`src/rtl/icache_pkg.sv`:
```
// icache_pkg: FSM encoding, Wishbone burst codes and default line geometry for the I-cache refill controller
package icache_pkg;
  localparam int DEF_LINE_WORDS = 8;
  localparam int DEF_RETRY_MAX = 4;
  localparam int DEF_RETRY_GAP = 2;
  localparam int DEF_IDX_W = $clog2(DEF_LINE_WORDS);
  localparam int DEF_LINE_W = 32 * DEF_LINE_WORDS;
  localparam logic [2:0] WB_CTI_INCR = 3'b010;
  localparam logic [2:0] WB_CTI_EOB = 3'b111;
  localparam logic [1:0] WB_BTE_LINEAR = 2'b00;
  localparam logic [1:0] WB_BTE_WRAP8 = 2'b10;
  typedef enum logic [2:0] {S_IDLE, S_BURST, S_RETRY_WAIT, S_WRITE, S_HOLD} state_t;
endpackage

```
`src/rtl/icache_refill_ctrl_if.sv`:
```
// icache_refill_ctrl_if: Wishbone B3 instruction-bus signals between refill master and memory slave
interface icache_refill_ctrl_if;
  logic        wb_cyc_o;
  logic        wb_stb_o;
  logic        wb_we_o;
  logic [3:0]  wb_sel_o;
  logic [31:0] wb_dat_o;
  logic [31:0] wb_adr_o;
  logic [2:0]  wb_cti_o;
  logic [1:0]  wb_bte_o;
  logic        wb_ack_i;
  logic        wb_err_i;
  logic        wb_rty_i;
  logic [31:0] wb_dat_i;
  modport master (
    output wb_cyc_o, wb_stb_o, wb_we_o, wb_sel_o, wb_dat_o, wb_adr_o, wb_cti_o, wb_bte_o,
    input  wb_ack_i, wb_err_i, wb_rty_i, wb_dat_i
  );
  modport slave (
    input  wb_cyc_o, wb_stb_o, wb_we_o, wb_sel_o, wb_dat_o, wb_adr_o, wb_cti_o, wb_bte_o,
    output wb_ack_i, wb_err_i, wb_rty_i, wb_dat_i
  );
endinterface

```
`src/rtl/icache_line_assembler.sv`:
```
// icache_line_assembler: line register written one word per ack, cleared by the first ack of each burst attempt
module icache_line_assembler #(
  parameter int LINE_WORDS = 8,
  parameter int IDX_W = $clog2(LINE_WORDS)
) (
  input  logic                     clk,
  input  logic                     rst_n,
  input  logic                     wr,
  input  logic                     clr,
  input  logic [IDX_W-1:0]         idx,
  input  logic [31:0]              dat,
  output logic [32*LINE_WORDS-1:0] line
);
  logic [32*LINE_WORDS-1:0] line_q, line_d;
  always_comb begin
    line_d = (wr && clr) ? '0 : line_q;
    if (wr) line_d[{idx, 5'd0} +: 32] = dat;
  end
  always_ff @(posedge clk or negedge rst_n) begin
    if (!rst_n) line_q <= '0;
    else line_q <= line_d;
  end
  assign line = line_q;
endmodule

```
`src/rtl/icache_refill_ctrl.sv`:
```
// icache_refill_ctrl: Wishbone B3 I-cache line refill sequencer; define ICACHE_REFILL_CWF_EN for critical-word-first
module icache_refill_ctrl
  import icache_pkg::*;
#(
  parameter int LINE_WORDS = DEF_LINE_WORDS,
  parameter int RETRY_MAX = DEF_RETRY_MAX,
  parameter int RETRY_GAP = DEF_RETRY_GAP
) (
  input  logic                     clk,
  input  logic                     rst_n,
  input  logic                     miss_req,
  input  logic [31:0]              miss_addr,
  input  logic                     flush,
  output logic [32*LINE_WORDS-1:0] line_data,
  output logic                     line_we,
  output logic                     refill_busy,
  output logic                     freeze_out,
  output logic                     refill_err,
  output logic                     crit_valid,
  output logic [31:0]              crit_instr,
  icache_refill_ctrl_if.master     wb
);
  localparam int IDX_W = $clog2(LINE_WORDS);
  localparam int RTY_W = $clog2(RETRY_MAX + 1);
  localparam int GAP_W = $clog2(RETRY_GAP + 1);
  state_t state_q, state_d;
  logic [31-IDX_W-2:0] base_q, base_d;
  logic [IDX_W-1:0] start_q, start_d, beat_q, beat_d, idx;
  logic [RTY_W-1:0] rty_q, rty_d;
  logic [GAP_W-1:0] gap_q, gap_d;
  logic fresh_q, fresh_d, err_q, err_d, ack, last, cyc;
  assign cyc = state_q == S_BURST;
  assign idx = start_q + beat_q;
  assign last = beat_q == IDX_W'(LINE_WORDS - 1);
  assign ack = cyc && wb.wb_ack_i && !wb.wb_err_i && !wb.wb_rty_i;
  always_comb begin
    state_d = state_q;
    base_d = base_q;
    start_d = start_q;
    beat_d = beat_q;
    rty_d = rty_q;
    gap_d = gap_q;
    fresh_d = fresh_q;
    err_d = 1'b0;
    if (flush) state_d = S_IDLE;
    else begin
      case (state_q)
        S_IDLE: if (miss_req) begin
          state_d = S_BURST;
          base_d = miss_addr[31:IDX_W+2];
`ifdef ICACHE_REFILL_CWF_EN
          start_d = miss_addr[IDX_W+1:2];
`else
          start_d = '0;
`endif
          beat_d = '0;
          rty_d = '0;
          fresh_d = 1'b1;
        end
        S_BURST: if (wb.wb_err_i) begin
          err_d = 1'b1;
          state_d = S_IDLE;
        end else if (wb.wb_rty_i) begin
          rty_d = rty_q + 1'b1;
          beat_d = '0;
          gap_d = '0;
          fresh_d = 1'b1;
          err_d = rty_q == RTY_W'(RETRY_MAX - 1);
          state_d = err_d ? S_IDLE : S_RETRY_WAIT;
        end else if (wb.wb_ack_i) begin
          beat_d = beat_q + 1'b1;
          fresh_d = 1'b0;
          state_d = last ? S_WRITE : S_BURST;
        end
        S_RETRY_WAIT: begin
          gap_d = gap_q + 1'b1;
          state_d = gap_q == GAP_W'(RETRY_GAP - 1) ? S_BURST : S_RETRY_WAIT;
        end
        S_WRITE: state_d = S_HOLD;
        default: state_d = S_IDLE;
      endcase
    end
  end
  always_ff @(posedge clk or negedge rst_n) begin
    if (!rst_n) begin
      state_q <= S_IDLE;
      base_q <= '0;
      start_q <= '0;
      beat_q <= '0;
      rty_q <= '0;
      gap_q <= '0;
      fresh_q <= 1'b0;
      err_q <= 1'b0;
    end else begin
      state_q <= state_d;
      base_q <= base_d;
      start_q <= start_d;
      beat_q <= beat_d;
      rty_q <= rty_d;
      gap_q <= gap_d;
      fresh_q <= fresh_d;
      err_q <= err_d;
    end
  end
  icache_line_assembler #(.LINE_WORDS(LINE_WORDS)) u_asm (
    .clk(clk),
    .rst_n(rst_n),
    .wr(ack),
    .clr(fresh_q),
    .idx(idx),
    .dat(wb.wb_dat_i),
    .line(line_data)
  );
  assign wb.wb_cyc_o = cyc;
  assign wb.wb_stb_o = cyc;
  assign wb.wb_we_o = 1'b0;
  assign wb.wb_sel_o = 4'hF;
  assign wb.wb_dat_o = '0;
  assign wb.wb_adr_o = {base_q, idx, 2'b00};
  assign wb.wb_cti_o = cyc ? (last ? WB_CTI_EOB : WB_CTI_INCR) : 3'b000;
  assign line_we = state_q == S_WRITE;
  assign refill_busy = state_q != S_IDLE;
  assign freeze_out = miss_req | refill_busy;
  assign refill_err = err_q;
`ifdef ICACHE_REFILL_CWF_EN
  logic [1:0] unused_bits;
  assign unused_bits = miss_addr[1:0];
  assign wb.wb_bte_o = cyc ? WB_BTE_WRAP8 : 2'b00;
  assign crit_valid = ack && fresh_q;
  assign crit_instr = crit_valid ? wb.wb_dat_i : 32'h0;
`else
  logic [IDX_W+1:0] unused_bits;
  assign unused_bits = miss_addr[IDX_W+1:0];
  assign wb.wb_bte_o = WB_BTE_LINEAR;
  assign crit_valid = 1'b0;
  assign crit_instr = 32'h0;
`endif
endmodule

```
`src/flat_wrapper.sv`:
```
// flat-port wrapper written by rule: the top's interface ports become plain ports
module icache_refill_ctrl_flat import icache_pkg::*;
#(
  parameter int LINE_WORDS = DEF_LINE_WORDS,
  parameter int RETRY_MAX = DEF_RETRY_MAX,
  parameter int RETRY_GAP = DEF_RETRY_GAP
)
  (clk, rst_n, miss_req, miss_addr, flush, line_data, line_we, refill_busy, freeze_out, refill_err, crit_valid, crit_instr, wb_wb_cyc_o, wb_wb_stb_o, wb_wb_we_o, wb_wb_sel_o, wb_wb_dat_o, wb_wb_adr_o, wb_wb_cti_o, wb_wb_bte_o, wb_wb_ack_i, wb_wb_err_i, wb_wb_rty_i, wb_wb_dat_i);
  icache_refill_ctrl_if wb_i ();
  input  logic clk;
  input  logic rst_n;
  input  logic miss_req;
  input  logic [31:0] miss_addr;
  input  logic flush;
  output logic [32*LINE_WORDS-1:0] line_data;
  output logic line_we;
  output logic refill_busy;
  output logic freeze_out;
  output logic refill_err;
  output logic crit_valid;
  output logic [31:0] crit_instr;
  output wire logic [$bits(wb_i.wb_cyc_o)-1:0] wb_wb_cyc_o;
  output wire logic [$bits(wb_i.wb_stb_o)-1:0] wb_wb_stb_o;
  output wire logic [$bits(wb_i.wb_we_o)-1:0] wb_wb_we_o;
  output wire logic [$bits(wb_i.wb_sel_o)-1:0] wb_wb_sel_o;
  output wire logic [$bits(wb_i.wb_dat_o)-1:0] wb_wb_dat_o;
  output wire logic [$bits(wb_i.wb_adr_o)-1:0] wb_wb_adr_o;
  output wire logic [$bits(wb_i.wb_cti_o)-1:0] wb_wb_cti_o;
  output wire logic [$bits(wb_i.wb_bte_o)-1:0] wb_wb_bte_o;
  input wire logic [$bits(wb_i.wb_ack_i)-1:0] wb_wb_ack_i;
  input wire logic [$bits(wb_i.wb_err_i)-1:0] wb_wb_err_i;
  input wire logic [$bits(wb_i.wb_rty_i)-1:0] wb_wb_rty_i;
  input wire logic [$bits(wb_i.wb_dat_i)-1:0] wb_wb_dat_i;
  assign wb_wb_cyc_o = wb_i.wb_cyc_o;
  assign wb_wb_stb_o = wb_i.wb_stb_o;
  assign wb_wb_we_o = wb_i.wb_we_o;
  assign wb_wb_sel_o = wb_i.wb_sel_o;
  assign wb_wb_dat_o = wb_i.wb_dat_o;
  assign wb_wb_adr_o = wb_i.wb_adr_o;
  assign wb_wb_cti_o = wb_i.wb_cti_o;
  assign wb_wb_bte_o = wb_i.wb_bte_o;
  assign wb_i.wb_ack_i = wb_wb_ack_i;
  assign wb_i.wb_err_i = wb_wb_err_i;
  assign wb_i.wb_rty_i = wb_wb_rty_i;
  assign wb_i.wb_dat_i = wb_wb_dat_i;
  icache_refill_ctrl #(.LINE_WORDS(LINE_WORDS), .RETRY_MAX(RETRY_MAX), .RETRY_GAP(RETRY_GAP)) u_core (.clk(clk), .rst_n(rst_n), .miss_req(miss_req), .miss_addr(miss_addr), .flush(flush), .line_data(line_data), .line_we(line_we), .refill_busy(refill_busy), .freeze_out(freeze_out), .refill_err(refill_err), .crit_valid(crit_valid), .crit_instr(crit_instr), .wb(wb_i));
endmodule
```
`config.mk`:
```
export PLATFORM = sky130hd
export DESIGN_NAME = icache_refill_ctrl_flat
export DESIGN_NICKNAME = d
export VERILOG_FILES = /design/src/rtl/icache_pkg.sv /design/src/rtl/icache_refill_ctrl_if.sv /design/src/rtl/icache_line_assembler.sv /design/src/rtl/icache_refill_ctrl.sv /design/src/flat_wrapper.sv
export SDC_FILE = /design/constraint.sdc
export NUM_CORES = 1
export LEC_CHECK = 0
export BUFFER_PORTS_ARGS = -buffer_cell sky130_fd_sc_hd__buf_4
export CAP_MARGIN = 20
export CORE_ASPECT_RATIO = 0.9
export CORE_MARGIN = 2
export CORE_UTILIZATION = 30
export CTS_CLUSTER_DIAMETER = 200
export DETAILED_ROUTE_END_ITERATION = 6
export GPL_TIMING_DRIVEN = 0
export PLACE_DENSITY = 0.56
export SLEW_MARGIN = 10
export SYNTH_ARGS = -nofsm -noshare
export SYNTH_HDL_FRONTEND = slang
export SYNTH_SLANG_ARGS = --single-unit
export TNS_END_PERCENT = 5
```
`constraint.sdc`:
```
create_clock -name clk -period 2.4 [get_ports clk]
set_input_delay 0.48 -clock clk [delete_from_list [all_inputs] [get_ports clk]]
set_output_delay 0.48 -clock clk [all_outputs]
set_load 0.01 [all_outputs]
```
==> results.sh, run 1 <==
export IMPL_dr_pass1_iters=4
export IMPL_wirelength_um=38370
export IMPL_ys_flop_type="dfrtp_1"
export IMPL_synth_edff_count=0
export IMPL_powerDensity_mw_per_mm2=727.5
export IMPL_drc=0
export IMPL_clkLatencyLatePin_ns=0.52
export IMPL_hold_violations=0
export IMPL_postSynthCellCount=851
export IMPL_design_die_area_mm2=0.04104
export IMPL_finalSetupViolCount=0
export IMPL_finClkSkew_ns=0.01471
export IMPL_io_pins=440
export IMPL_stdcell_count=1849
export IMPL_die_height_um=192.4
export IMPL_stdcell_area_mm2=0.01664
export IMPL_nets=1372
export IMPL_antenna_found_initial=0
export IMPL_path_clk_slew_ns=0.06
export IMPL_fp_coreArea_mm2=0.03920
export IMPL_rows=69
export IMPL_cts_made_buffers=35
export IMPL_setup_worst_path_class="reg -> out"
export IMPL_ys_seq_area_share_pct=62.61
export IMPL_gr_total_overflow=0
export IMPL_grt_pass1_wl_um=55610
export IMPL_worst_pin_slew_ns=0.8662
export IMPL_cts_buffer_depth=3
export IMPL_diodes=0
export IMPL_min_period_ns=2.339
export IMPL_power_mw=12.11
export IMPL_io_buffers=328
export IMPL_fin_setup_tns_ns=0
export IMPL_die_x_um=213.3
export IMPL_startpoint_type="flip-flop"
export IMPL_maxSlewHeadroom_pct=42.25
export IMPL_netlist_area_mm2=0.01183
export IMPL_leakage_nw=8.638
export IMPL_synth_warnings=0
export IMPL_netlist_area_leader_share_pct=62.61
export IMPL_cp_end_kind="output pin"
export IMPL_clock_sinks=296
export IMPL_wire_per_inst_um=20.75
export IMPL_num_vias=8706
export IMPL_synthTopCellsByArea="dfrtp_1 63%, a22o_1 19%, buf_4 5.3%, mux2_2 2.7%, buf_6 2.4%"
export IMPL_min_period_over_period_pct=97.44
export IMPL_dr_first_iter_drc_count=603
export IMPL_required_ns=1.92
export IMPL_area_growth_pct=40.67
export IMPL_status="completed"
export IMPL_rsz0062_at_grt="yes"
export IMPL_cts_root_buf="clkbuf_16"
export IMPL_cts_htree_levels=2
export IMPL_final_util_pct=42.46
export IMPL_drive_gt1_share_pct=43.81
export IMPL_min_path_type="in -> reg"
export IMPL_peakVddDrop_v=0.0003964
export IMPL_maxCapViolations=0
export IMPL_synth_cell_types=40
export IMPL_grt_max_degree=110
export IMPL_fmax_ghz=0.4276
export IMPL_grt_pass1_vias=8528
export IMPL_async_reset_ff_share_pct=100.0
export IMPL_dp_hpwl_um=26770
export IMPL_ant_nets=0
export IMPL_crit_fanout=8
export IMPL_gp_congestion=0.7531
export IMPL_dp_cells=1786
export IMPL_slew_violations=0
export IMPL_vias_per_cell=4.708
export IMPL_syn_area_per_cell_um2=13.90
export IMPL_initial_core_util_pct=30.19
export IMPL_synth_largest_area_cell="dfrtp_1"
export IMPL_ys_seq_elements=296
export IMPL_grt_total_usage_pct=18.03
export IMPL_arrival_ns=1.86
export IMPL_placed_area_mm2=0.01532
export IMPL_cts_tree="done"
worst max-delay path, stage by stage, from the launching register on:
cell,delay (ns)
dfrtp_2,0.48
ha_1,0.23
ha_1,0.22
and2_1,0.16
buf_4,0.12
buf_4,0.13
placed cells by master, fill, tap and decap left out, drive strengths merged, types with 2 or more instances in the layout:
cell type / count
buf: 500
dfrtp: 296
a22o: 258
conb: 74
clkbuf: 53
mux2: 28
o21ai: 14
nand2: 12
nor2: 12
ha: 8
inv: 7
nor3: 7
nand2b: 6
and2: 5
nor4: 5
clkinv: 4
nor2b: 3
nand3: 3
and3: 2
or2: 2
a21oi: 2
o31ai: 2
bufinv: 2
sequential cells by signal, indices dropped and copies added (netlist names):
name / flops
u_core.refill_err: 1
u_core.state_q: 3
u_core.beat_q: 3
u_core.fresh_q: 1
u_core.gap_q: 2
u_core.base_q: 27
u_core.rty_q: 3
u_core.u_asm.line: 256
power breakdown:
group | internal [mW] | leakage [nW] | switching (mW)
sequential | 5.26 | 4.04 | 0.157
clock | 3.18 | 0.555 | 2.07
combinational | 0.708 | 4.05 | 0.736
total | 9.15 | 8.64 | 2.96
what timing repair did:
| action | CTS | global route |
|---|---|---|
| hold buffers | 1 | 0 |
| pin swaps | 0 | 1 |
| gates resized for setup | 25 | 17 |
| setup endpoints to repair | 224 | 231 |
| buffers inserted | 0 | 2 |
| hold endpoints to repair | 36 | 0 |
final cells by class:
| type | count | area (um2) |
|---|---|---|
| Fill cell | 3811 | 22550 |
| Tap cell | 532 | 665.6 |
| Clock buffer | 53 | 1033 |
| Inverter | 6 | 22.52 |
| Multi-Input combinational cell | 453 | 3645 |
| Clock inverter | 8 | 96.34 |
| Buffer | 167 | 1182 |
| Sequential cell | 296 | 7408 |
| Timing Repair Buffer | 334 | 2590 |
final timing paths:
kind / from / end / slack (ns) / cells after the start
max: u_core.beat_q[0] / wb_wb_cti_o[2] / 0.06 / 5
min: flush / u_core.state_q[2] / 0.18 / 2
max reg2reg: u_core.beat_q[0] / u_core.u_asm.line[157] / 0.10 / 8
min reg2reg: u_core.rty_q[2] / u_core.rty_q[2] / 0.48 / 2
max in group asynchronous: rst_n / u_core.base_q[21] / 0.86 / 4
min in group asynchronous: rst_n / u_core.u_asm.line[67] / 0.44 / 2
synthesized netlist by cell type (all sizes together), types with 3 or more instances:
cell type,number
nor4,5
nor3,7
mux2,28
nand2,12
nand2b,6
a22o,258
o21ai,14
nor2,12
ha,8
buf,164
and2,5
nand3,3
clkbuf,4
inv,6
nor2b,3
dfrtp,296
routing by layer:
metal	vias up	track usage, %	share of wire, %
met3	53	5.354	8.2
met4	0	5.101	2.3
met1	4456	25.52	45
li1	3873	-	-
met2	324	26.66	45
met5	-	0	0
kinds of logic (layout without fill, tap and decap cells):
group | Yosys count | in the layout | share of synthesized area (%)
flip-flops | 296 | 296 | 62.61
AO/OA/AOI/OAI | 281 | 281 | 20.53
buffers and inverters | 174 | 568 | 9.994
AND/OR/NAND/NOR | 61 | 61 | 3.215
multiplexers | 29 | 29 | 2.750
adder cells (fa/ha/maj) | 8 | 8 | 0.8461
other | 2 | 74 | 0.06348
metrics by stage:
step | setup WS [ns] | hold slack [ns]
global placement | -1.899 | 0.4645
finish | 0.06133 | 0.1802
CTS | 0.001573 | 0.1406
floorplan | 0.1315 | 0.1844
detailed placement | -0.4286 | 0.3810
global route | -0.02619 | 0.1558
Power figures use the tool's default switching activity.
==> inputs of run 2 (changes only) <==
--- a/config.mk
+++ b/config.mk
@@ -13,9 +13,10 @@
 export CTS_CLUSTER_DIAMETER = 200
 export DETAILED_ROUTE_END_ITERATION = 6
 export GPL_TIMING_DRIVEN = 0
-export PLACE_DENSITY = 0.56
+export PLACE_DENSITY = 0.55
 export SLEW_MARGIN = 10
 export SYNTH_ARGS = -nofsm -noshare
 export SYNTH_HDL_FRONTEND = slang
+export SYNTH_HIERARCHICAL = 1
 export SYNTH_SLANG_ARGS = --single-unit
 export TNS_END_PERCENT = 5
==> run 2 against run 1 <==
The run now ends with negative setup slack left. Combinational power increased by 32%. Sequential share of layout area fell by 4.2 points. Non-clock buffer count grew 41. Via count increased by 16%. Critical endpoint is now u_core/u_asm/line[246]. Largest cell class unchanged. Largest power group unchanged. Highest routed layer unchanged.
==> results.sh, run 2 <==
export IMPL_status="finished, violations left"
export IMPL_violations="negative setup slack"
export IMPL_maxSlewHeadroom_pct=48.20
export IMPL_fmax_ghz=0.4037
export IMPL_required_ns=2.80
export IMPL_min_path_type="in -> reg"
export IMPL_crit_fanout=8
export IMPL_setup_worst_path_class="reg -> reg"
export IMPL_leakage_nw=9.509
export IMPL_ys_seq_area_share_pct=56.98
export IMPL_num_vias=10070
export IMPL_die_x_um=223.4
export IMPL_finalSetupViolCount=35
export IMPL_most_common_layout_cells="459 x buf_4, 294 x dfrtp_1, 226 x nand2_1"
export IMPL_drc=0
export IMPL_synth_largest_area_cell="dfrtp_1"
export IMPL_fin_setup_tns_ns=-1.778
export IMPL_grt_pass1_vias=10270
export IMPL_min_delay_path_depth=2
export IMPL_path_clk_slew_ns=0.06
export IMPL_critical_path_slowest_cell="dfrtp_1"
export IMPL_final_util_pct=42.86
export IMPL_maxCapViolations=0
export IMPL_powerDensity_mw_per_mm2=684.1
export IMPL_ys_seq_elements=296
export IMPL_cts_root_buf="clkbuf_16"
export IMPL_yosysMostFrequentCell="dfrtp_1"
export IMPL_die_height_um=201.5
export IMPL_worst_pin_slew_ns=0.7770
export IMPL_cts_made_buffers=35
export IMPL_startpoint_type="flip-flop"
export IMPL_synth_cell_types=46
export IMPL_grt_total_usage_pct=20.20
export IMPL_clock_sinks=296
export IMPL_slew_violations=0
export IMPL_io_buffers=360
export IMPL_arrival_ns=2.87
export IMPL_grt_pass1_wl_um=67780
export IMPL_peakVddDrop_v=0.0005295
export IMPL_ys_flop_type="dfrtp_1"
export IMPL_io_pins=440
export IMPL_path_cells="buf_6 -> nor4b_4 -> and3b_2 -> or3b_1 -> buf_6 -> or3_4 -> buf_12 -> clkbuf_16 -> mux2i_1"
export IMPL_ant_nets=0
export IMPL_dp_hpwl_um=33750
export IMPL_wirelength_um=46630
export IMPL_diodes=0
export IMPL_wire_per_inst_um=21.15
export IMPL_cts_htree_levels=2
export IMPL_setup_slack_ns=-0.07680
export IMPL_path_buf_inv=4
export IMPL_drive_gt1_share_pct=37.39
export IMPL_grt_max_degree=106
export IMPL_gr_total_overflow=0
export IMPL_syn_area_per_cell_um2=11.51
export IMPL_nets=1706
export IMPL_clkLatencyLatePin_ns=0.53
export IMPL_largest_register_ffs=256
export IMPL_dr_first_iter_drc_count=727
export IMPL_dp_slack_ns=-1.041
export IMPL_netlist_area_leader_share_pct=56.98
export IMPL_rsz0062_at_grt="yes"
export IMPL_vias_per_cell=4.565
export IMPL_synthTopCellsByArea="dfrtp_1 57%, mux2i_1 15%, nand2_1 6.5%, buf_4 4.7%, o211ai_1 3.8%"
export IMPL_cp_end_kind="flip-flop"
export IMPL_layout_commonest_cell="buf_4"
export IMPL_dr_pass1_iters=4
export IMPL_rows=72
export IMPL_critPathTopFamily="simple AND/OR/NAND/NOR gates"
export IMPL_cts_tree="done"
export IMPL_area_growth_pct=41.39
export IMPL_path_depth=9
export IMPL_cts_buffer_depth=3
export IMPL_fp_coreArea_mm2=0.04288
export IMPL_finClkSkew_ns=0.01259
export IMPL_gp_congestion=0.7953
export IMPL_min_period_over_period_pct=103.2
export IMPL_netlist_area_mm2=0.01300
export IMPL_postSynthCellCount=1129
export IMPL_cpMostUsedCell="buf_6"
export IMPL_synthTopCellsByCount="296 x dfrtp_1, 226 x nand2_1, 191 x mux2i_1"
export IMPL_synth_edff_count=0
export IMPL_ff2ff_path_depth=9
export IMPL_antenna_found_initial=0
export IMPL_async_reset_ff_share_pct=100.0
export IMPL_design_die_area_mm2=0.04502
export IMPL_synth_warnings=6
export IMPL_min_period_ns=2.477
export IMPL_initial_core_util_pct=30.32
export IMPL_cpPeakStageDelay_ns=0.37
export IMPL_hold_violations=0
==> run 2: cell types whose count changed in the layout (fill, tap and decap cells not counted), sizes merged, moves of 32 or more <==
cell / previous run / this run
o211ai: 0 / 66
inv: 7 / 39
clkbuf: 53 / 106
a22o: 258 / 4
mux2i: 1 / 191
nand2: 12 / 227
o21ai: 14 / 68
==> run 2: cell type report <==
cell class | instances | area (um2)
Timing Repair Buffer | 390 | 3068
Clock buffer | 56 | 1067
Sequential cell | 296 | 7410
Buffer | 152 | 1109
Fill cell | 4197 | 24500
Inverter | 39 | 146.4
Clock inverter | 4 | 23.77
Tap cell | 555 | 694.4
Multi-Input combinational cell | 713 | 4862
==> run 2: kinds of logic after synthesis <==
kind of cell | after synthesis | share of synthesized area, %
buffers and inverters | 192 | 8.335
AOI/OAI and AO/OA | 147 | 7.286
muxes | 220 | 17.80
DFF | 296 | 56.98
and+or+nand+nor | 264 | 8.778
adders and majority gates | 8 | 0.7700
other | 2 | 0.05777
==> run 2: worst paths after layout <==
path | start | end | slack, ns
worst min-delay path | flush | u_core/state_q[2] | 0.16
worst max-delay path | u_core/state_q[1] | u_core/u_asm/line[246] | -0.08
worst max register to register | u_core/state_q[1] | u_core/u_asm/line[246] | -0.08
worst min register to register | u_core/fresh_q | u_core/fresh_q | 0.50
max in group asynchronous | rst_n | u_core/u_asm/line[215] | 0.80
min in group asynchronous | rst_n | u_core/u_asm/line[107] | 0.57
==> run 2: where the power goes <==
part           internal (mW)  switching (mW)
sequential              5.35           0.205
combinational          0.931           0.972
clock                   3.03            2.08
==> run 2: routing by layer <==
metal	share of wire [%]	track usage, %	vias up
met5	0	0	-
met4	1.7	5.333	0
met3	8.5	6.761	48
met2	46	32.20	358
met1	44	26.32	4972
li1	-	-	4687
==> run 2: through the flow <==
stage | instances | cell area [um2] | hold slack [ns] | total power [mW]
final | 2205 | 18380 | 0.1640 | 12.57
after global routing | 2205 | 18380 | 0.1382 | 13.14
after CTS | 2194 | 18140 | 0.1286 | 12.76
after detailed placement | 2120 | 16780 | 0.4832 | 7.531
after global placement | 2116 | 16680 | 0.4831 | 7.483
after floorplan | 1201 | 13280 | 0.1844 | 6.495
==> run 2: what timing repair did <==
action                                 CTS  global route
buffers inserted                        14             8
setup endpoints to repair              255           201
hold buffers                             1             0
endpoints found under the hold margin   20             0
cloned                                   0             3
pin swaps                                7             4
resized for setup                       57            30
==> inputs of run 3 (changes only) <==
--- a/config.mk
+++ b/config.mk
@@ -7,13 +7,12 @@
 export LEC_CHECK = 0
 export BUFFER_PORTS_ARGS = -buffer_cell sky130_fd_sc_hd__buf_4
 export CAP_MARGIN = 20
-export CORE_ASPECT_RATIO = 0.9
-export CORE_MARGIN = 2
-export CORE_UTILIZATION = 30
+export CORE_AREA = 2 2 173 175
 export CTS_CLUSTER_DIAMETER = 200
 export DETAILED_ROUTE_END_ITERATION = 6
+export DIE_AREA = 0 0 175 177
 export GPL_TIMING_DRIVEN = 0
-export PLACE_DENSITY = 0.55
+export PLACE_DENSITY = 0.75
 export SLEW_MARGIN = 10
 export SYNTH_ARGS = -nofsm -noshare
 export SYNTH_HDL_FRONTEND = slang
==> run 3 against run 2 <==
The flow now finishes without violations. Non-clock buffer count is 8 lower. Flip-flop and latch count unchanged. Clock-buffer cell count shrank 6. Register-to-register slack better by 0.09 ns. Clock power grew 3%. Routed wire length fell by 9.7%. First-iteration DRC count decreased by 15%. Worst setup slack improved by 0.086 ns. Highest routed layer unchanged.
==> results.sh, run 3 (synthesized netlist as in run 2, its figures left out) <==
export IMPL_status="completed"
export IMPL_leakage_nw=9.495
export IMPL_grt_max_degree=108
export IMPL_cts_made_buffers=34
export IMPL_fmax_ghz=0.4183
export IMPL_min_period_over_period_pct=99.61
export IMPL_grt_pass1_vias=10390
export IMPL_holdWs_ns=0.008471
export IMPL_power_mw=12.71
export IMPL_reg2reg_setup_slack_ns=0.009
export IMPL_path_clk_slew_ns=0.06
export IMPL_min_period_ns=2.391
export IMPL_startpoint_type="flip-flop"
export IMPL_drc=0
export IMPL_grt_total_usage_pct=26.46
export IMPL_io_buffers=360
export IMPL_dr_pass1_iters=4
export IMPL_num_vias=10330
export IMPL_cts_tree="done"
export IMPL_ff2ff_path_depth=8
export IMPL_vias_per_cell=5.081
export IMPL_stdcell_count=2032
export IMPL_dp_hpwl_um=30300
export IMPL_clock_sinks=296
export IMPL_cts_htree_levels=2
export IMPL_gr_total_overflow=0
export IMPL_r2r_start="u_core/state_q[1]"
export IMPL_finClkSkew_ns=0.01421
export IMPL_largest_register_ffs=256
export IMPL_wirelength_um=42100
export IMPL_final_util_pct=62.10
export IMPL_dr_first_iter_drc_count=620
export IMPL_rsz0062_at_grt="yes"
export IMPL_required_ns=2.83
export IMPL_crit_fanout=6
export IMPL_die_height_um=177
export IMPL_peakVddDrop_v=0.0004887
export IMPL_die_x_um=175
export IMPL_dp_cells=1954
export IMPL_fin_setup_tns_ns=0
export IMPL_diodes=0
export IMPL_cts_root_buf="clkbuf_16"
export IMPL_hold_violations=0
export IMPL_area_growth_pct=39.69
export IMPL_clkLatencyLatePin_ns=0.52
export IMPL_io_pins=440
export IMPL_holdBufCountCts=0
export IMPL_grt_pass1_wl_um=62600
export IMPL_cts_buffer_depth=3
export IMPL_worst_pin_slew_ns=0.7809
export IMPL_drive_gt1_share_pct=37.45
export IMPL_initial_core_util_pct=44.45
export IMPL_most_common_layout_cells="452 x buf_4, 294 x dfrtp_1, 226 x nand2_1"
export IMPL_antenna_found_initial=0
export IMPL_fp_coreArea_mm2=0.02924
export IMPL_maxSlewHeadroom_pct=47.94
export IMPL_design_die_area_mm2=0.03098
export IMPL_gp_congestion=0.8134
export IMPL_layout_commonest_cell="buf_4"
export IMPL_powerDensity_mw_per_mm2=699.9
export IMPL_min_path_type="in -> async"
export IMPL_maxCapViolations=0
export IMPL_slew_violations=0
export IMPL_arrival_ns=2.82
export IMPL_ant_nets=0
export IMPL_setup_worst_path_class="reg -> reg"
export IMPL_wire_per_inst_um=20.72
export IMPL_nets=1697
export IMPL_rows=63
export IMPL_reg2reg_to="u_core/u_asm/line[221]"
export IMPL_cp_end_kind="flip-flop"
export IMPL_finalSetupViolCount=0
[run 3: routing by layer]
| layer | up-vias | global-route usage [%] | share of wire, % |
|---|---|---|---|
| li1 | 4683 | - | - |
| met2 | 435 | 43.99 | 48 |
| met3 | 75 | 8.698 | 8.9 |
| met1 | 5132 | 32.81 | 40 |
| met4 | 0 | 8.333 | 2.6 |
| met5 | - | 0 | 0 |
[run 3: worst max-delay path by stage]
stage / from / to / slack (ns) / cells past startpoint
3_5_place_dp: wb_wb_err_i / u_core/u_asm/line[77] / -0.89 / 8
6_report: u_core/state_q[1] / u_core/u_asm/line[221] / 0.009 / 8
2_1_floorplan: u_core/state_q[2] / u_core/u_asm/line[242] / 0.02 / 9
4_1_cts: u_core/state_q[1] / u_core/u_asm/line[216] / -0.08 / 8
5_1_grt: u_core/state_q[2] / wb_wb_cti_o[2] / -0.09 / 5
3_3_place_gp: rst_n / u_core/beat_q[0] / -2.03 / 1
[run 3: worst max-delay path, stage by stage, from the launching register on]
cell and delay [ns]:
dfrtp_1 0.37, buf_6 0.13, nor4b_4 0.30, and3b_2 0.27
or3b_4 0.44, nor3_4 0.25, buf_6 0.20, clkbuf_16 0.17
mux2i_1 0.19
[run 3: power breakdown]
part / internal (mW) / total [mW] / switching, mW / leakage [nW]
Clock: 3.20 / 5.27 / 2.07 / 0.561
Sequential: 5.35 / 5.56 / 0.204 / 4.03
Combinational: 0.926 / 1.88 / 0.958 / 4.90
Total: 9.48 / 12.7 / 3.23 / 9.49
[run 3: layout make-up]
type / count / area, um2
flip-flops and latches: 296 / 7410
clock inverters: 10 / 143.9
plain buffers: 150 / 1127
repair buffers: 384 / 3005
fillers: 2316 / 11080
inverters: 39 / 146.4
multi-input cells: 713 / 4847
well taps: 390 / 488.0
clock buffers: 50 / 992.2
[run 3: metrics by stage]
| step | setup WS (ns) | instance area (um2) |
|---|---|---|
| 2_1_floorplan | 0.02222 | 13280 |
| 3_3_place_gp | -2.026 | 16470 |
| 3_5_place_dp | -0.8893 | 16550 |
| 4_1_cts | -0.08100 | 17950 |
| 5_1_grt | -0.08831 | 18160 |
| 6_report | 0.009459 | 18160 |
[run 3: repair_timing]
action,4_1_cts,5_1_grt
gates resized for setup,58,57
setup endpoints to repair,252,224
setup buffers,12,6
cloned,0,3
hold endpoints to repair,0,0
pin swaps,5,5
